`src/rtl/i2c_ball_pkg.sv`:
```
// Shared definitions for the ball hand-off I2C link: receiver states,
// packet size, default address and byte positions within the packet.
package i2c_ball_pkg;

    localparam int         NUM_BYTES          = 6;
    localparam logic [6:0] SLAVE_ADDR_DEFAULT = 7'h42;

    localparam int IDX_Y0        = 0;
    localparam int IDX_Y1        = 1;
    localparam int IDX_YVEL      = 2;
    localparam int IDX_GRAVITY   = 3;
    localparam int IDX_BALLSPEED = 4;
    localparam int IDX_WINFLAG   = 5;

    typedef enum logic [2:0] {
        IDLE,
        ADDR,
        ADDR_ACK,
        DATA,
        DATA_ACK,
        IGNORE
    } state_e;

endpackage

```
`src/rtl/i2c_ball_rx_slave_if.sv`:
```
// Pin-side I2C bus of the ball receiver: raw SCL/SDA in, SDA pull-low enable out.
interface i2c_ball_rx_slave_if;

    logic i_scl;
    logic i_sda;
    logic o_sda_low;

    modport master (output i_scl, output i_sda, input  o_sda_low);
    modport slave  (input  i_scl, input  i_sda, output o_sda_low);

endinterface

```
`src/rtl/i2c_ball_rx_slave_line_sync.sv`:
```
// Two-flop synchronizers for SCL/SDA plus edge and START/STOP detection.
module i2c_line_sync (
    input  logic clk,
    input  logic reset,
    input  logic i_scl,
    input  logic i_sda,
    output logic sda_s,
    output logic scl_rise,
    output logic scl_fall,
    output logic start_det,
    output logic stop_det
);

    logic [1:0] scl_sync_q, scl_sync_d;
    logic [1:0] sda_sync_q, sda_sync_d;
    logic       scl_prev_q, scl_prev_d;
    logic       sda_prev_q, sda_prev_d;
    logic       scl_s;

    always_comb begin
        scl_sync_d = {scl_sync_q[0], i_scl};
        sda_sync_d = {sda_sync_q[0], i_sda};
        scl_prev_d = scl_sync_q[1];
        sda_prev_d = sda_sync_q[1];
    end

    // Reset to the idle-bus level so leaving reset never looks like a bus event.
    always_ff @(posedge clk) begin
        if (reset) begin
            scl_sync_q <= 2'b11;
            sda_sync_q <= 2'b11;
            scl_prev_q <= 1'b1;
            sda_prev_q <= 1'b1;
        end else begin
            scl_sync_q <= scl_sync_d;
            sda_sync_q <= sda_sync_d;
            scl_prev_q <= scl_prev_d;
            sda_prev_q <= sda_prev_d;
        end
    end

    assign scl_s    = scl_sync_q[1];
    assign sda_s    = sda_sync_q[1];
    assign scl_rise = scl_s & ~scl_prev_q;
    assign scl_fall = ~scl_s & scl_prev_q;

    // SCL must be high on both samples so a coincident SCL edge is not a START/STOP.
    assign start_det = scl_s & scl_prev_q & sda_prev_q & ~sda_s;
    assign stop_det  = scl_s & scl_prev_q & ~sda_prev_q & sda_s;

endmodule

```
`src/rtl/i2c_ball_rx_slave.sv`:
```
// Write-only I2C slave receiving the 6-byte ball hand-off packet; bytes are
// collected in a shadow buffer and committed to the outputs only on a clean STOP.
module i2c_ball_rx_slave #(
    parameter logic [6:0] SLAVE_ADDR = i2c_ball_pkg::SLAVE_ADDR_DEFAULT,
    parameter int         NUM_BYTES  = i2c_ball_pkg::NUM_BYTES
) (
    input  logic                  clk,
    input  logic                  reset,
    i2c_ball_rx_slave_if.slave    bus,
    output logic [7:0]            slv_reg0,
    output logic [7:0]            slv_reg1,
    output logic [7:0]            slv_reg2,
    output logic [7:0]            slv_reg3,
    output logic [7:0]            slv_reg4,
    output logic [7:0]            slv_reg5,
    output logic                  is_slave_done,
    output logic                  o_busy,
    output logic                  o_err
);
    import i2c_ball_pkg::*;

    localparam int                CNT_W = $clog2(NUM_BYTES + 1);
    localparam logic [CNT_W-1:0]  NB_C  = CNT_W'(NUM_BYTES);

    logic sda_s, scl_rise, scl_fall, start_det, stop_det;

    i2c_line_sync u_line_sync (
        .clk       (clk),
        .reset     (reset),
        .i_scl     (bus.i_scl),
        .i_sda     (bus.i_sda),
        .sda_s     (sda_s),
        .scl_rise  (scl_rise),
        .scl_fall  (scl_fall),
        .start_det (start_det),
        .stop_det  (stop_det)
    );

    state_e           state_q, state_d;
    logic [2:0]       bit_cnt_q, bit_cnt_d;
    logic [7:0]       shift_q, shift_d;
    logic [CNT_W-1:0] byte_cnt_q, byte_cnt_d;
    logic [7:0]       shadow_q [NUM_BYTES];
    logic [7:0]       shadow_d [NUM_BYTES];
    logic [7:0]       regs_q   [NUM_BYTES];
    logic [7:0]       regs_d   [NUM_BYTES];
    logic             ovf_q, ovf_d;
    logic             busy_q, busy_d;
    logic             sda_low_q, sda_low_d;
    logic             done_q, done_d;
    logic             err_q, err_d;
    logic [7:0]       rx_byte;

    always_ff @(posedge clk) begin
        if (reset) begin
            state_q    <= IDLE;
            bit_cnt_q  <= '0;
            shift_q    <= '0;
            byte_cnt_q <= '0;
            shadow_q   <= '{default: '0};
            regs_q     <= '{default: '0};
            ovf_q      <= 1'b0;
            busy_q     <= 1'b0;
            sda_low_q  <= 1'b0;
            done_q     <= 1'b0;
            err_q      <= 1'b0;
        end else begin
            state_q    <= state_d;
            bit_cnt_q  <= bit_cnt_d;
            shift_q    <= shift_d;
            byte_cnt_q <= byte_cnt_d;
            shadow_q   <= shadow_d;
            regs_q     <= regs_d;
            ovf_q      <= ovf_d;
            busy_q     <= busy_d;
            sda_low_q  <= sda_low_d;
            done_q     <= done_d;
            err_q      <= err_d;
        end
    end

    always_comb begin
        state_d    = state_q;
        bit_cnt_d  = bit_cnt_q;
        shift_d    = shift_q;
        byte_cnt_d = byte_cnt_q;
        shadow_d   = shadow_q;
        regs_d     = regs_q;
        ovf_d      = ovf_q;
        busy_d     = busy_q;
        sda_low_d  = sda_low_q;
        done_d     = 1'b0;
        err_d      = 1'b0;
        rx_byte    = {shift_q[6:0], sda_s};

        // Bus conditions override bit handling and drop any ACK drive at once.
        if (start_det) begin
            err_d      = (byte_cnt_q != '0);
            state_d    = ADDR;
            bit_cnt_d  = '0;
            byte_cnt_d = '0;
            shadow_d   = '{default: '0};
            ovf_d      = 1'b0;
            busy_d     = 1'b0;
            sda_low_d  = 1'b0;
        end else if (stop_det) begin
            if (state_q != IDLE && busy_q) begin
                if (byte_cnt_q == NB_C && !ovf_q) begin
                    regs_d = shadow_q;
                    done_d = 1'b1;
                end else begin
                    err_d = 1'b1;
                end
            end
            state_d    = IDLE;
            bit_cnt_d  = '0;
            byte_cnt_d = '0;
            ovf_d      = 1'b0;
            busy_d     = 1'b0;
            sda_low_d  = 1'b0;
        end else begin
            case (state_q)
                IDLE: begin
                    bit_cnt_d  = '0;
                    byte_cnt_d = '0;
                    shadow_d   = '{default: '0};
                    ovf_d      = 1'b0;
                end
                ADDR: begin
                    if (scl_rise) begin
                        shift_d   = rx_byte;
                        bit_cnt_d = bit_cnt_q + 3'd1;
                        if (bit_cnt_q == 3'd7) begin
                            if (rx_byte == {SLAVE_ADDR, 1'b0}) begin
                                state_d = ADDR_ACK;
                                busy_d  = 1'b1;
                            end else begin
                                state_d = IGNORE;
                            end
                        end
                    end
                end
                // First SCL fall after the byte starts the ACK, the next one ends it.
                ADDR_ACK, DATA_ACK: begin
                    if (scl_fall) begin
                        if (!sda_low_q) begin
                            sda_low_d = 1'b1;
                        end else begin
                            sda_low_d = 1'b0;
                            bit_cnt_d = '0;
                            state_d   = DATA;
                        end
                    end
                end
                DATA: begin
                    if (scl_rise) begin
                        shift_d   = rx_byte;
                        bit_cnt_d = bit_cnt_q + 3'd1;
                        if (bit_cnt_q == 3'd7) begin
                            if (byte_cnt_q < NB_C) begin
                                shadow_d[byte_cnt_q] = rx_byte;
                                byte_cnt_d           = byte_cnt_q + CNT_W'(1);
                                state_d              = DATA_ACK;
                            end else begin
                                ovf_d   = 1'b1;
                                state_d = IGNORE;
                            end
                        end
                    end
                end
                IGNORE: begin
                    sda_low_d = 1'b0;
                end
                default: begin
                    state_d   = IDLE;
                    sda_low_d = 1'b0;
                end
            endcase
        end
    end

    assign bus.o_sda_low  = sda_low_q;
    assign slv_reg0       = regs_q[IDX_Y0];
    assign slv_reg1       = regs_q[IDX_Y1];
    assign slv_reg2       = regs_q[IDX_YVEL];
    assign slv_reg3       = regs_q[IDX_GRAVITY];
    assign slv_reg4       = regs_q[IDX_BALLSPEED];
    assign slv_reg5       = regs_q[IDX_WINFLAG];
    assign is_slave_done  = done_q;
    assign o_busy         = busy_q;
    assign o_err          = err_q;

endmodule

```
`src/flat_wrapper.sv`:
```
// flat-port wrapper written by rule: the top's interface ports become plain ports
module i2c_ball_rx_slave_flat import i2c_ball_pkg::*;
#(
    parameter logic [6:0] SLAVE_ADDR = i2c_ball_pkg::SLAVE_ADDR_DEFAULT,
    parameter int         NUM_BYTES  = i2c_ball_pkg::NUM_BYTES
)
  (clk, reset, slv_reg0, slv_reg1, slv_reg2, slv_reg3, slv_reg4, slv_reg5, is_slave_done, o_busy, o_err, bus_i_scl, bus_i_sda, bus_o_sda_low);
  i2c_ball_rx_slave_if bus_i ();
  input  logic clk;
  input  logic reset;
  output logic [7:0] slv_reg0;
  output logic [7:0] slv_reg1;
  output logic [7:0] slv_reg2;
  output logic [7:0] slv_reg3;
  output logic [7:0] slv_reg4;
  output logic [7:0] slv_reg5;
  output logic is_slave_done;
  output logic o_busy;
  output logic o_err;
  input wire logic [$bits(bus_i.i_scl)-1:0] bus_i_scl;
  input wire logic [$bits(bus_i.i_sda)-1:0] bus_i_sda;
  output wire logic [$bits(bus_i.o_sda_low)-1:0] bus_o_sda_low;
  assign bus_i.i_scl = bus_i_scl;
  assign bus_i.i_sda = bus_i_sda;
  assign bus_o_sda_low = bus_i.o_sda_low;
  i2c_ball_rx_slave #(.SLAVE_ADDR(SLAVE_ADDR), .NUM_BYTES(NUM_BYTES)) u_core (.clk(clk), .reset(reset), .bus(bus_i), .slv_reg0(slv_reg0), .slv_reg1(slv_reg1), .slv_reg2(slv_reg2), .slv_reg3(slv_reg3), .slv_reg4(slv_reg4), .slv_reg5(slv_reg5), .is_slave_done(is_slave_done), .o_busy(o_busy), .o_err(o_err));
endmodule
```
`config.mk`:
```
export PLATFORM = sky130hd
export DESIGN_NAME = i2c_ball_rx_slave_flat
export DESIGN_NICKNAME = d
export VERILOG_FILES = /design/src/rtl/i2c_ball_pkg.sv /design/src/rtl/i2c_ball_rx_slave_if.sv /design/src/rtl/i2c_ball_rx_slave_line_sync.sv /design/src/rtl/i2c_ball_rx_slave.sv /design/src/flat_wrapper.sv
export SDC_FILE = /design/constraint.sdc
export NUM_CORES = 1
export LEC_CHECK = 0
export BUFFER_PORTS_ARGS = -buffer_cell sky130_fd_sc_hd__buf_2
export CAP_MARGIN = 40
export CORE_MARGIN = 2
export CORE_UTILIZATION = 30
export CTS_CLUSTER_SIZE = 16
export DETAILED_ROUTE_END_ITERATION = 10
export HOLD_SLACK_MARGIN = 0.06
export MAX_ROUTING_LAYER = met4
export PLACE_DENSITY = 0.53
export SYNTH_ARGS = -nofsm -noshare
export SYNTH_HDL_FRONTEND = slang
export SYNTH_HIERARCHICAL = 1
export SYNTH_SLANG_ARGS = --single-unit
```
`constraint.sdc`:
```
create_clock -name clk -period 2.45 [get_ports clk]
set_clock_uncertainty 0.1 [all_clocks]
set_input_delay 0.245 -clock clk [delete_from_list [all_inputs] [get_ports clk]]
set_output_delay 0.245 -clock clk [all_outputs]
set_load 0.005 [all_outputs]
```
# --- Word level (Yosys, flattened, before mapping) ---
# Index checks and enable logic that the tools add are counted.
totals:
  regBits: 123
  latchBits: 0
  ram_bits: 0
  mem_bits_ro: 0
  input_bits: 4
  out_inout_bits: 52
  elab_cells: 136
  mem_count: 0
classes:
  add_sub_neg: 2
  multipliers: 0
  div: 0
  n_lt_le_gt_ge: 3
  eq_ne: 24
  shifts: 0
  n_mux: 38
  n_bitwise: 17
  reduce_logical: 26
op_table:
  columns: ["op", "n"]
  rows:
  - ["two-way mux 48 bit", 3]
  - ["case mux 48 bit (2 select lines)", 1]
  - ["bitwise mux 48 bit", 1]
  - ["two-way mux 3 bit", 13]
  - ["demux 8 bit (select 3 bit)", 1]
  - ["inequality test 4 x 1 -> 1 bit (second input constant)", 6]
  - ["AND reduction 4 bit", 6]
  - ["inequality test 2 x 1 -> 1 bit (second input constant)", 8]
  - ["AND reduction 7 bit", 2]
  - ["two-way mux 1 bit", 13]
  - ["== test 3 bit (second input constant)", 4]
  - ["case mux 3 bit (4 select lines)", 1]
  - ["NOT 1 bit", 9]
  - ["case mux 3 bit (3 select lines)", 1]
  - ["nonzero test 3 bit", 3]
  - ["== test 8 bit (second input constant)", 1]
  - ["two-way mux 8 bit", 1]
  - ["OR reduction 2 bit", 4]
  - ["AND 1 bit", 7]
  - ["adder 3 x 1 -> 3 bit (second input constant)", 2]
  - ["== test 3 x 2 -> 1 bit (second input constant)", 2]
  - ["case mux 3 bit (2 select lines)", 1]
  - ["OR reduction 3 bit", 2]
  - ["AND reduction 5 bit", 1]
  - ["other kinds (14)", 17]

# --- Logic depth before layout (Yosys ltp) ---
# Gate-level depths: netlist of run 1.
logic_depth:
  depth_word: 10
  mapped_depth: 10
  ltp_nobuf: 6

# --- Modules after synthesis ---
# The synthesis of run 1 kept the hierarchy.
by_module_without_submodules:
  columns: ["module", "instances", "cells_per_inst", "area_per_inst_um2", "seq_area_each_um2"]
  rows:
  - ["i2c_ball_rx_slave", 1, 503, 4559.4, 2342.2]
  - ["i2c_line_sync", 1, 16, 190.2, 120.1]

# --- Worst setup path after synthesis of run 1 ---
# OpenSTA, ideal clock, no wires.
synth_timing:
  path_kind: "register to register"
  from: "register u_core.u_line_sync.sda_sync_q[1]"
  to: "register u_core.regs_q, in the netlist u_core/slv_reg0[2]"
  setup_time_ps: 132
  arrival_ps: 1781
  t_required_ps: 2218
  setup_slack_ps: 437
  stages_incl_launch_ff: 9
  n_path_buf: 4
  period_less_slack_ps: 2013
  path_cell_list: "dfxtp_1 -> and4b_1 -> clkbuf_1 -> or4_1 -> clkbuf_1 -> buf_2 -> buf_4 -> nand2_1 -> a21oi_1"
synth_between:
  elab_chain_len: 4
  elab_cells_between_ends: 5
  cone_classes: "4 x bitwise; 1 x reduce/logical"
synth_lines:
  columns: ["item", "line_no", "text"]
  rows:
  - ["start, declared", "i2c_ball_rx_slave_line_sync.sv:15", "logic [1:0] sda_sync_q, sda_sync_d;"]
  - ["start signal, assigned", "i2c_ball_rx_slave_line_sync.sv:36", "sda_sync_q <= sda_sync_d;"]
  - ["NOT 1 bit", "i2c_ball_rx_slave_line_sync.sv:48", "assign start_det = scl_s & scl_prev_q & sda_prev_q & ~sda_s;"]
  - ["AND 1 bit", "i2c_ball_rx_slave_line_sync.sv:48", null]
  - ["named net u_core.start_det", "i2c_ball_rx_slave.sv:25", "logic sda_s, scl_rise, scl_fall, start_det, stop_det;"]
  - ["NOT 1 bit (no line)", null, null]
  - ["AND reduction 4 bit (no line)", null, null]
  - ["end signal, assigned", "i2c_ball_rx_slave.sv:73", "regs_q <= regs_d;"]
  - ["end, declared", "i2c_ball_rx_slave.sv:45", "logic [7:0] regs_q [NUM_BYTES];"]
# The timed path passes the listed nets, and every way through them passes these cells.
# A chain may end at the register's enable or synchronous reset.

# --- Worst setup path in the final report of run 1 ---
layout_timing:
  from: "register u_core.u_line_sync.sda_sync_q[1]"
  to: "register u_core/shadow_q[3] (netlist bit)"
layout_between:
  elab_chain_len: 3
  elab_cells_between_ends: 6
  cone_classes: "4 x bitwise; 2 x reduce/logical"
layout_lines:
  columns: ["item", "line_no", "text"]
  rows:
  - ["NOT 1 bit", "i2c_ball_rx_slave_line_sync.sv:48", null]
  - ["AND 1 bit", "i2c_ball_rx_slave_line_sync.sv:48", null]
  - ["named net u_core.start_det", "i2c_ball_rx_slave.sv:25", null]
  - ["OR reduction 2 bit (no line)", null, null]
  - ["end signal, assigned", "i2c_ball_rx_slave.sv:72", "shadow_q <= shadow_d;"]
  - ["end, declared", "i2c_ball_rx_slave.sv:43", "logic [7:0] shadow_q [NUM_BYTES];"]
# The timed path passes the listed nets, and every way through them passes these cells.

==> results of run 1 <==
## synthesized netlist by cell type, drive strengths merged (2+ instances only)
cell type,number
a31oi,5
o22ai,2
a21oi,63
nor2b,5
o2bb2ai,8
mux2i,11
nor2,21
nor4b,2
nor3,6
or2,7
a22o,40
clkbuf,22
nand3b,5
nand4,3
nand2,115
nor3b,3
dfxtp,123
nand2b,4
o31ai,2
nor4,4
or4,3
buf,13
xnor2,2
and2,11
and4b,2
o21ai,9
ha,5
inv,8
## area by class of cell
| class | count | area, um^2 | area share |
|---|---|---|---|
| Inverter | 8 | 30.0 | 0.00519 |
| Timing Repair Buffer | 72 | 408 | 0.0705 |
| Clock inverter | 9 | 75.1 | 0.0130 |
| Tap cell | 211 | 264 | 0.0456 |
| Clock buffer | 21 | 450 | 0.0778 |
| Sequential cell | 123 | 2460 | 0.425 |
| Multi-Input combinational cell | 353 | 2100 | 0.363 |
## registers in the layout, summed over array words and instances, names as in the netlist
register and count:
u_core/byte_cnt_q 3, u_core/bit_cnt_q 3, u_core/ovf_q 1, u_core/state_q 3, u_core/slv_reg1 8, u_core/u_line_sync/sda_prev_q 1, u_core/shadow_q 48, u_core/u_line_sync/scl_sync_q 2
u_core/bus.o_sda_low 1, u_core/u_line_sync/scl_prev_q 1, u_core/slv_reg2 8, u_core/slv_reg3 8, u_core/is_slave_done 1, u_core/shift_q 7, u_core/o_err 1, u_core/slv_reg5 8
u_core/u_line_sync/sda_sync_q 2, u_core/slv_reg4 8, u_core/slv_reg0 8, u_core/o_busy 1
## how the worst max path moves through the flow
stage / start / end / slack, ps / depth (start not counted)
after detailed placement: u_core/u_line_sync/sda_sync_q[1] / u_core/shadow_q[35] / 350 / 4
after floorplan: u_core/u_line_sync/sda_sync_q[1] / u_core/slv_reg0[2] / 440 / 8
after global routing: u_core/u_line_sync/scl_sync_q[1] / u_core/shadow_q[37] / 130 / 5
after global placement: u_core/u_line_sync/sda_sync_q[1] / u_core/shadow_q[19] / 380 / 4
after CTS: u_core/u_line_sync/scl_sync_q[1] / u_core/shadow_q[42] / 340 / 5
final: u_core/u_line_sync/sda_sync_q[1] / u_core/shadow_q[3] / 320 / 4
## worst max-delay path: stages, from the launching register on
cell	delay [ps]
sky130_fd_sc_hd__dfxtp_1	430
sky130_fd_sc_hd__and4b_1	320
sky130_fd_sc_hd__nor2_1	650
sky130_fd_sc_hd__and2_1	400
sky130_fd_sc_hd__a22o_1	170
## through the flow
| stage | hold WS, ps | cells | area, um^2 | total power, uW |
|---|---|---|---|---|
| final | 250 | 797 | 5790 | 4330 |
| after global routing | 257 | 797 | 5790 | 4500 |
| after CTS | 227 | 797 | 5790 | 4380 |
| after detailed placement | 291 | 765 | 5240 | 2140 |
| after global placement | 290 | 765 | 5240 | 2140 |
| after floorplan | 242 | 519 | 4750 | 2120 |
## per-layer routing
metal / vias to the layer above / wire length (um) / track usage
met5: - / 0 / -
met4: 0 / 195 / 0.0651
met3: 15 / 391 / 0.0410
met2: 81 / 5190 / 0.223
met1: 1839 / 5730 / 0.190
li1: 1930 / - / -
## cells by family (layout without fill, tap and decap cells)
group                      Yosys count  in the layout
xor gates and xnor gates             2              2
AOI/OAI and AO/OA                  138            138
and+or+nand+nor                    197            197
buffers and inverters               43            110
DFF                                123            123
muxes                               11             11
adders and majority gates            5              5
## report_power, final
part	leakage, uW	internal [uW]	switching, uW
clock	0.000258	1390	828
sequential	0.000991	2010	3.68
combinational	0.000895	25.5	66.1
==> impl_results.rst, run 1 <==
.. list-table::
   :header-rows: 1

   * - Metric
     - Value
   * - Result of the run
     - finished clean
   * - Count of H-tree levels built during CTS
     - 4
   * - Fin worst setup slack
     - 321 ps
   * - CP Max Fanout
     - 16
   * - Worst Hold Class
     - in -> reg
   * - Endpoint, Worst Hold
     - u_core/is_slave_done
   * - TritonCTS clock tree
     - built
   * - Achievable clock frequency
     - 0.470 GHz
   * - Setup slack of the worst register-to-register path
     - roughly 320 ps
   * - Fraction of layout instances using a drive strength above 1
     - 0.191
   * - Via count of the routed design
     - between 3000 and 4000
   * - CTS Root Buffer Type
     - sky130_fd_sc_hd__clkbuf_16
   * - Worst max-slew margin expressed relative to the limit
     - 0.469
   * - Number of enable-type register cells in the synthesized netlist
     - 0
   * - Post-Place Worst Slack
     - 348 ps
   * - Site Rows
     - 45
   * - Power density of the placed cells
     - 747 mW/mm^2
   * - Post-synth top flop
     - sky130_fd_sc_hd__dfxtp_1
   * - Die outline height
     - 130 um
   * - Setup violations, final
     - 0
   * - Simple-gate share of the synthesized area
     - 0.202
   * - Total of flip-flops plus latches after synthesis
     - 123
   * - Unique masters post-synth
     - 52
   * - Maximum number of pins on one net before global-route repair
     - 39
   * - Hold Path Depth
     - 3
   * - Layout fillers
     - about 1600
   * - Category of the worst setup path capture point
     - flip-flop
   * - Number of buffers created by CTS
     - 17
   * - Reg-to-reg startpoint
     - u_core/u_line_sync/sda_sync_q[1]
   * - NumNets Final
     - 584
   * - YS warnings
     - 6
   * - Deepest clock path buffer count
     - 2
   * - Number of search-and-repair iterations in the first detailed-routing pass
     - 4
   * - Placed wire-length estimate after detailed placement
     - 7.96 mm
   * - Post-layout utilization of the core
     - 0.378
   * - Critical path class
     - reg -> reg
   * - Launch point of the worst hold path
     - reset
   * - Worst R2R End
     - u_core/shadow_q[3]
   * - Synthesized cell area
     - 0.00475 mm^2
   * - Hold Violations, Final
     - 0
   * - DRC viols
     - 0
   * - Max capacitance violation total
     - 0
   * - Top area cells in the synthesized netlist
     - sky130_fd_sc_hd__dfxtp_1 52%, sky130_fd_sc_hd__nand2_1 9.1%, sky130_fd_sc_hd__a22o_1 7.4%
   * - Adder and majority gate portion of the synthesized area
     - 0.0132
   * - Core ar.
     - 0.0153 mm^2
   * - Remaining antenna violation count
     - 0
   * - Cells on worst reg2reg path
     - 4
   * - Required time at the worst-slack endpoint
     - 2700 ps
   * - Die W
     - 130 um
   * - Worst ir drop on vdd
     - 0.496 mV
   * - Post-route clock period utilization
     - 0.869
   * - Total Routed Length
     - 11.5 mm
   * - Commonest non-fill, non-tap cells in the layout
     - 123 x sky130_fd_sc_hd__dfxtp_1, 115 x sky130_fd_sc_hd__nand2_1, 57 x sky130_fd_sc_hd__a21oi_1
   * - Area fraction of the dominant cell type after synthesis
     - 0.518
   * - Share of synthesized flip-flops with an asynchronous set or reset
     - 0
   * - Vias in the first global route
     - 3900
   * - Shortest clock period the worst path allows after layout
     - between 2000 and 2500 ps
   * - Sequential-to-total area share from yosys stat
     - 0.518
   * - Initial standard-cell utilization of the core
     - 0.310
   * - Post-synthesis share of cell area spent on xor and xnor gates
     - 0.00369
   * - Hold-fix buffers, CTS
     - 2
   * - Die Outline Area
     - 0.0169 mm^2
   * - TritonCTS Sinks
     - approximately 120
   * - Remaining global-route overflow
     - 0
   * - Leading area contributor after synthesis
     - sky130_fd_sc_hd__dfxtp_1
   * - Crit path DAT
     - 2380 ps
   * - Multiplexer share of the synthesized area
     - 0.0232
   * - Number of diodes added for antenna fixing
     - 0
   * - Global-route wire length before repair
     - 19.1 mm
   * - Number of port buffers
     - 55
   * - Post-synthesis compound-gate area fraction
     - 0.198
   * - Cells after synthesis
     - 519
   * - Largest family of logic cells by synthesized area
     - simple AND/OR/NAND/NOR gates
   * - Drt initial violations
     - around 200
   * - Number of gates resized after cts
     - 0
   * - Setup Total Neg Slack
     - 0 ps
   * - Measured slew at the worst slew-check pin
     - between 700 and 800 ps
   * - Post-CTS setup buffer count
     - 0
   * - Total routing usage reported by global routing
     - 0.150
   * - Unrepaired setup endpoints after global routing
     - false
   * - Static Leakage
     - 0.00214 uW
   * - Syn Nets
     - about 530
   * - Most common cell after layout, fill and taps aside
     - sky130_fd_sc_hd__dfxtp_1
   * - Final Wtd Congestion
     - a little over 0.8
   * - Number of I/O pins
     - 56
   * - Final Max Tran Viols
     - 0
   * - Initial antenna violation count
     - 0
   * - Clock input transition at the sequential cells of the worst setup and hold paths
     - ~50 ps
   * - Clock insertion delay at the later pin of the skew report
     - approximately 400 ps
   * - Average wire per standard cell
     - 14.4 um
   * - Mean area per synthesized cell
     - between 9 and 10 um^2
   * - Type of origin of the critical path
     - flip-flop
   * - Per-cell via count in the routed design
     - 4.85
   * - Area Overhead vs Synth
     - 21.9%
No activity file was read; power rests on OpenSTA's default activity.
==> inputs of run 2 (changes only) <==
SETUP_SLACK_MARGIN = 0.3   (was default)
clock period = 2.5 ns   (was 2.45 ns; I/O delays follow)
==> run 2 against run 1 <==
Compared with the run above:
- flip-flop and latch count is the same
- clock-buffer cell count shrank 3
- cell area grew 1.7%
- combinational power shrank 2%
- die area is the same
- fmax grew 1.5%
- global-route usage shrank 0.29 points
- critical path depth grew 1
- sequential share of layout area shrank 0.68 points
- total power grew 8.0%
- worst setup slack gained 82 ps
- critical path type unchanged
==> impl_results.rst, run 2 (synthesis results as in run 1) <==
.. list-table::
   :header-rows: 1

   * - Metric
     - Value
   * - Result of the run
     - finished clean
   * - Count of placed standard cells including taps
     - 762 (-0.39%)
   * - Launch point of the worst hold path
     - reset
   * - Flop pwr share
     - 0.422 (-0.043)
   * - Crit path DAT
     - 2330 ps (-50 ps)
   * - Worst ir drop on vdd
     - 0.489 mV (-1.4%)
   * - Post-layout utilization of the core
     - 0.384 (+0.00637)
   * - CTS Root Buffer Type
     - sky130_fd_sc_hd__clkbuf_16
   * - Core ar.
     - 0.0153 mm^2 (unchanged)
   * - Average wire per standard cell
     - 14.3 um (-0.94%)
   * - Placed wire-length estimate after detailed placement
     - 7.82 mm (-1.7%)
   * - Final Wtd Congestion
     - 0.817 (-1.0%)
   * - Deepest clock path buffer count
     - 2 (unchanged)
   * - Biggest cell delay along the critical path
     - 540 ps (-110 ps)
   * - P_sw
     - 982 uW (+9.4%)
   * - Number of diodes added for antenna fixing
     - 0 (unchanged)
   * - Clock group share of total power
     - 0.559 (+0.045)
   * - CP Max Fanout
     - 8 (-8)
   * - Number of buffers created by CTS
     - 17 (unchanged)
   * - Site Rows
     - 45 (unchanged)
   * - Vias in the first global route
     - 3712 (-4.8%)
   * - Drt initial violations
     - 232 (+13%)
   * - Reg-to-reg startpoint
     - u_core/u_line_sync/scl_sync_q[1]
   * - Die W
     - 130 um (unchanged)
   * - Worst max-slew margin expressed relative to the limit
     - 0.594 (+0.125)
   * - Required time at the worst-slack endpoint
     - 2740 ps (+40 ps)
   * - Net Sw Frac
     - 0.210 (+0.00273)
   * - Post-Place Worst Slack
     - 364 ps (+15.7 ps)
   * - Worst R2R End
     - u_core/shadow_q[26]
   * - Most common cell after layout, fill and taps aside
     - sky130_fd_sc_hd__dfxtp_1
   * - Internal cell power
     - 3690 uW (+7.6%)
   * - Number of port buffers
     - 55 (unchanged)
   * - Initial antenna violation count
     - 0 (unchanged)
   * - Unrepaired setup endpoints after global routing
     - true
   * - Total Routed Length
     - 11.4 mm (-1.2%)
   * - Slowest-stage cell, CP
     - sky130_fd_sc_hd__or4_4
   * - Global-route wire length before repair
     - 18.7 mm (-2.1%)
   * - Most flop-heavy register
     - u_core/shadow_q
   * - Layout fillers
     - 1559 (-0.89%)
   * - Worst-path cell chain
     - nor2b_1 -> nor2b_1 -> nand4_4 -> or4_4 -> o2bb2ai_1
   * - Die outline height
     - 130 um (unchanged)
   * - Cell type group with the largest total delay on the critical path
     - simple AND/OR/NAND/NOR gates
   * - Setup violations, final
     - 0 (unchanged)
   * - Per-cell via count in the routed design
     - 4.82 (-0.53%)
   * - Number of I/O pins
     - 56 (unchanged)
   * - Via count of the routed design
     - 3835 (-0.78%)
   * - Initial standard-cell utilization of the core
     - 0.310 (unchanged)
   * - Number of flip-flops under the largest register name
     - 48 (unchanged)
   * - Type of origin of the critical path
     - flip-flop
   * - Shortest clock period the worst path allows after layout
     - 2100 ps (-32.0 ps)
   * - Setup slack of the worst register-to-register path
     - 400 ps (+80 ps)
   * - Bufs and invs on worst path
     - 0 (unchanged)
   * - DRC viols
     - 0 (unchanged)
   * - Number of search-and-repair iterations in the first detailed-routing pass
     - 4 (unchanged)
   * - Cell Count, Final, Fillers Out
     - 795 (-0.25%)
   * - Maximum number of pins on one net before global-route repair
     - 39 (unchanged)
   * - Category of the worst setup path capture point
     - flip-flop
   * - Most common cell type on the critical path
     - sky130_fd_sc_hd__nor2b_1
   * - Fin worst setup slack
     - 403 ps (+82.0 ps)
   * - Remaining global-route overflow
     - 0 (unchanged)
   * - Power, Total
     - 4670 uW (+8.0%)
   * - Area Overhead vs Synth
     - 23.9%
   * - Power density of the placed cells
     - 794 mW/mm^2 (+6.2%)
   * - Static Leakage
     - 0.00218 uW (+1.5%)
   * - Remaining antenna violation count
     - 0 (unchanged)
   * - Commonest non-fill, non-tap cells in the layout
     - 122 x sky130_fd_sc_hd__dfxtp_1, 115 x sky130_fd_sc_hd__nand2_1, 57 x sky130_fd_sc_hd__a21oi_1
   * - Cells on worst reg2reg path
     - 5 (+1)
   * - Max capacitance violation total
     - 0 (unchanged)
   * - Setup Total Neg Slack
     - 0 ps (unchanged)
   * - Critical path class
     - reg -> reg
   * - Achievable clock frequency
     - 0.477 GHz (+1.5%)
   * - Clock insertion delay at the later pin of the skew report
     - 420 ps (+20 ps)
   * - Die Outline Area
     - 0.0169 mm^2 (unchanged)
   * - Hold Violations, Final
     - 0 (unchanged)
   * - Total routing usage reported by global routing
     - 0.147 (-0.00290)
   * - Logic pwr share
     - 0.019 (-0.002)
   * - Endpoint, Worst Hold
     - u_core/shadow_q[28]
   * - Measured slew at the worst slew-check pin
     - 600 ps (-185 ps)
   * - TritonCTS Sinks
     - 123 (unchanged)
   * - Count of H-tree levels built during CTS
     - 4 (unchanged)
   * - NumNets Final
     - 581 (-0.51%)
   * - Hold Path Depth
     - 4 (+1)
   * - Worst Hold Class
     - in -> reg
   * - Fraction of layout instances using a drive strength above 1
     - 0.202 (+0.0109)
   * - Final Max Tran Viols
     - 0 (unchanged)
   * - Post-route clock period utilization
     - 0.839 (-0.0302)
   * - Clock input transition at the sequential cells of the worst setup and hold paths
     - 60 ps (about the same)
   * - TritonCTS clock tree
     - built
[run 2: area by class of cell]
class | count | area, um^2 | area share
sequential | 123 | 2460 | 0.419
multi-input combinational | 353 | 2110 | 0.359
clock buffer | 18 | 439 | 0.0746
timing repair buffer | 69 | 385 | 0.0655
tap | 211 | 264 | 0.0449
clock inverter | 13 | 190 | 0.0323
inverter | 8 | 30.0 | 0.00510
[run 2: what timing repair did]
action	CTS	global route
resized for setup	0	6
setup endpoints to repair	0	60
endpoints found under the hold margin	2	0
hold buffers	2	0
setup buffers	0	0
[run 2: layer usage]
layer	up-vias	wire, um	GRT usage
li1	1922	-	-
met1	1840	5650	0.186
met2	63	5230	0.223
met3	10	367	0.0426
met4	0	129	0.0512
met5	-	0	-
[run 2: power groups by stage]
stage	sequential (uW)	clock, uW	combinational, uW
finish	1970	2610	89.9
global route	1970	2760	99.8
CTS	1970	2670	89.4
detailed placement	2010	0	87.2
global placement	2010	0	86.4
floorplan	2010	0	64.7
[run 2: worst max path at each step]
stage                                startpoint             endpoint  slack (ps)  depth (start not counted)
2_1_floorplan  u_core/u_line_sync/sda_sync_q[1]   u_core/slv_reg0[2]         490                          8
3_3_place_gp   u_core/u_line_sync/scl_sync_q[1]  u_core/shadow_q[37]         450                          5
3_5_place_dp   u_core/u_line_sync/sda_sync_q[1]  u_core/shadow_q[35]         360                          4
4_1_cts        u_core/u_line_sync/sda_sync_q[1]  u_core/shadow_q[19]         350                          4
5_1_grt        u_core/u_line_sync/scl_sync_q[1]  u_core/shadow_q[26]         270                          5
6_report       u_core/u_line_sync/scl_sync_q[1]  u_core/shadow_q[26]         400                          5
[run 2: per-stage QoR]
step / area, um^2 / hold WS (ps)
2_1_floorplan: 4750 / 247
5_1_grt: 5890 / 182
3_3_place_gp: 5220 / 291
3_5_place_dp: 5220 / 296
6_report: 5890 / 148
4_1_cts: 5870 / 229
[run 2: worst register-to-register path, cell delays in order, from the launching register on]
cell and delay [ps]:
sky130_fd_sc_hd__dfxtp_1 370, sky130_fd_sc_hd__nor2b_1 280, sky130_fd_sc_hd__nor2b_1 320, sky130_fd_sc_hd__nand4_4 210
sky130_fd_sc_hd__or4_4 540, sky130_fd_sc_hd__o2bb2ai_1 190
==> inputs of run 3 (changes only) <==
clock period = 2.1 ns   (was 2.5 ns; I/O delays follow)
==> run 3 against run 2 <==
Compared with the run above:
- combinational power grew 52%
- cell area increased by 8.1%
- routed wire length grew 5.9%
- core utilization increased by 3.1 points
- critical endpoint is now u_core/slv_reg2[2]
- largest cell class unchanged
==> impl_results.rst, run 3 (synthesis results as in run 1) <==
.. list-table::
   :header-rows: 1

   * - Metric
     - Value
   * - Result of the run
     - finished clean
   * - Fraction of layout instances using a drive strength above 1
     - 0.292 (+0.0895)
   * - Category of the worst setup path capture point
     - flip-flop
   * - Site Rows
     - 45 (unchanged)
   * - Critical path class
     - reg -> reg
   * - Hold Violations, Final
     - 0 (unchanged)
   * - Average wire per standard cell
     - 14.6 um (+2.0%)
   * - Maximum number of pins on one net before global-route repair
     - 38 (-2.6%)
   * - Power density of the placed cells
     - 830 mW/mm^2 (+4.6%)
   * - Drt initial violations
     - 175 (-25%)
   * - DRC viols
     - 0 (unchanged)
   * - Most heavily used metal layer in global routing
     - met2
   * - Setup slack of the worst register-to-register path
     - 260 ps (-140 ps)
   * - Remaining antenna violation count
     - 0 (unchanged)
   * - Measured slew at the worst slew-check pin
     - 675 ps (+74.6 ps)
   * - Most common cell after layout, fill and taps aside
     - sky130_fd_sc_hd__dfxtp_1
   * - Clock input transition at the sequential cells of the worst setup and hold paths
     - 60 ps (about the same)
   * - Number of buffers created by CTS
     - 17 (unchanged)
   * - Per-cell via count in the routed design
     - 4.80 (-0.52%)
   * - Vias in the first global route
     - 3847 (+3.6%)
   * - Commonest non-fill, non-tap cells in the layout
     - 116 x sky130_fd_sc_hd__dfxtp_1, 111 x sky130_fd_sc_hd__nand2_1, 55 x sky130_fd_sc_hd__buf_2
   * - NumNets Final
     - 610 (+5.0%)
   * - Final Instance Area
     - 0.00636 mm^2 (+8.1%)
   * - Count of H-tree levels built during CTS
     - 4 (unchanged)
   * - TritonCTS Sinks
     - 123 (unchanged)
   * - TritonCTS clock tree
     - built
   * - Crit path DAT
     - 2020 ps (-310 ps)
   * - Total routing usage reported by global routing
     - 0.149 (+0.00246)
   * - Deepest clock path buffer count
     - 2 (unchanged)
   * - Number of flip-flops under the largest register name
     - 48 (unchanged)
   * - Fraction of met2 tracks used by global routing
     - 0.227 (+0.00339)
   * - Number of search-and-repair iterations in the first detailed-routing pass
     - 4 (unchanged)
   * - Clock insertion delay at the later pin of the skew report
     - 410 ps (about the same)
   * - CTS Root Buffer Type
     - sky130_fd_sc_hd__clkbuf_16
   * - Unrepaired setup endpoints after global routing
     - true
   * - Final Wtd Congestion
     - 0.853 (+4.5%)
   * - Worst ir drop on vdd
     - 0.539 mV (+10%)
   * - Final Max Tran Viols
     - 0 (unchanged)
   * - Worst Hold Class
     - in -> reg
   * - Max capacitance violation total
     - 0 (unchanged)
   * - Die outline height
     - 130 um (unchanged)
   * - Required time at the worst-slack endpoint
     - 2280 ps (-460 ps)
   * - Number of port buffers
     - 55 (unchanged)
   * - Global-route track usage on met1
     - 0.191 (+0.00451)
   * - Launch point of the worst hold path
     - reset
   * - Type of origin of the critical path
     - flip-flop
   * - Shortest clock period the worst path allows after layout
     - 1840 ps (-256 ps)
   * - Static Leakage
     - 0.00237 uW (+8.7%)
   * - CP Max Fanout
     - 24 (+16)
   * - Initial antenna violation count
     - 0 (unchanged)
   * - Die Outline Area
     - 0.0169 mm^2 (unchanged)
   * - Via count of the routed design
     - 3959 (+3.2%)
   * - Reg-to-reg startpoint
     - u_core/u_line_sync/scl_sync_q[1]
   * - Fraction of met3 tracks used by global routing
     - 0.0459 (+0.00328)
   * - Total Routed Length
     - 12.0 mm (+5.9%)
   * - Setup Total Neg Slack
     - 0 ps (unchanged)
   * - Dpl cell area
     - 0.00537 mm^2 (+2.9%)
   * - Die W
     - 130 um (unchanged)
   * - Number of diodes added for antenna fixing
     - 0 (unchanged)
   * - Achievable clock frequency
     - 0.543 GHz (+14%)
   * - Post-layout utilization of the core
     - 0.415 (+0.0311)
   * - Most flop-heavy register
     - u_core/shadow_q
   * - Worst max-slew margin expressed relative to the limit
     - 0.544 (-0.0504)
   * - Remaining global-route overflow
     - 0 (unchanged)
   * - Layout fillers
     - 1578 (+1.2%)
   * - Setup violations, final
     - 0 (unchanged)
   * - Global-route wire length before repair
     - 19.1 mm (+2.1%)
   * - Post-route clock period utilization
     - 0.877 (+0.0378)
   * - Initial standard-cell utilization of the core
     - 0.310 (unchanged)
   * - Area Overhead vs Synth
     - 34.0%
   * - Number of I/O pins
     - 56 (unchanged)
   * - Placed wire-length estimate after detailed placement
     - 7.99 mm (+2.2%)
   * - Min Hold Slack
     - 230 ps (+82.2 ps)
   * - Core ar.
     - 0.0153 mm^2 (unchanged)
   * - Setup crit start
     - u_core/u_line_sync/scl_sync_q[1]
## run 3: cell types whose count changed in the layout (fill, tap and decap cells not counted), moves of 3 or more
cell / change
sky130_fd_sc_hd__nand2_2: +4
sky130_fd_sc_hd__nor2_1: +3
sky130_fd_sc_hd__buf_6: +10
sky130_fd_sc_hd__a21oi_2: +4
sky130_fd_sc_hd__dfxtp_2: +5
sky130_fd_sc_hd__a21oi_1: -10
sky130_fd_sc_hd__nand2_1: -4
sky130_fd_sc_hd__nor2_2: -3
sky130_fd_sc_hd__buf_4: +11
sky130_fd_sc_hd__bufinv_16: -3
sky130_fd_sc_hd__dfxtp_1: -6
sky130_fd_sc_hd__buf_12: +4
sky130_fd_sc_hd__a21oi_4: +6
sky130_fd_sc_hd__and2_1: -3
## run 3: path summary, 6_finish.rpt
check / endpoint / cells past startpoint
worst max-delay path: u_core/slv_reg2[2] / 6
worst min-delay path: u_core/shadow_q[25] / 5
worst min register to register: u_core/u_line_sync/scl_sync_q[1] / 1
worst max register to register: u_core/slv_reg2[2] / 6
## run 3: routing by layer
layer / wire length (um) / vias up
li1: - / 1979
met1: 5790 / 1892
met2: 5670 / 82
met3: 518 / 6
met4: 64 / 0
met5: 0 / -
## run 3: cell type report
cell class              count  area, um^2  area share
flip-flops and latches    123        2470       0.389
multi-input cells         353        2270       0.357
inverters                   8        30.0     0.00472
clock buffers              20         467      0.0734
clock inverters            12         114      0.0179
repair buffers             98         741       0.116
well taps                 211         264      0.0415
## run 3: per-stage QoR
| stage | total power, uW | setup WS [ps] | instances |
|---|---|---|---|
| floorplan | 2470 | 205 | 519 |
| global placement | 2510 | 207 | 780 |
| detailed placement | 2510 | 142 | 780 |
| CTS | 5340 | 271 | 819 |
| global route | 5480 | 161 | 825 |
| finish | 5280 | 259 | 825 |
## run 3: critical path: stages, from the launching register on
cell                      delay [ps]
sky130_fd_sc_hd__dfxtp_2         340
sky130_fd_sc_hd__and4b_2         330
sky130_fd_sc_hd__nand2_2         110
sky130_fd_sc_hd__or4_4           480
sky130_fd_sc_hd__buf_12          180
sky130_fd_sc_hd__nand2_1          90
sky130_fd_sc_hd__a21oi_2          60
## run 3: power by group
group	internal, uW	leakage, uW	switching [uW]
sequential	2340	0.000993	4.98
clock	1730	0.000287	1070
combinational	49.5	0.00109	87.7
## run 3: what timing repair did
item	in CTS	in global routing
hold buffers	2	0
gates resized for setup	26	48
endpoints found under the setup margin	106	113
pin swaps	8	13
setup buffers	5	2
endpoints found under the hold margin	2	0
cloned	0	4
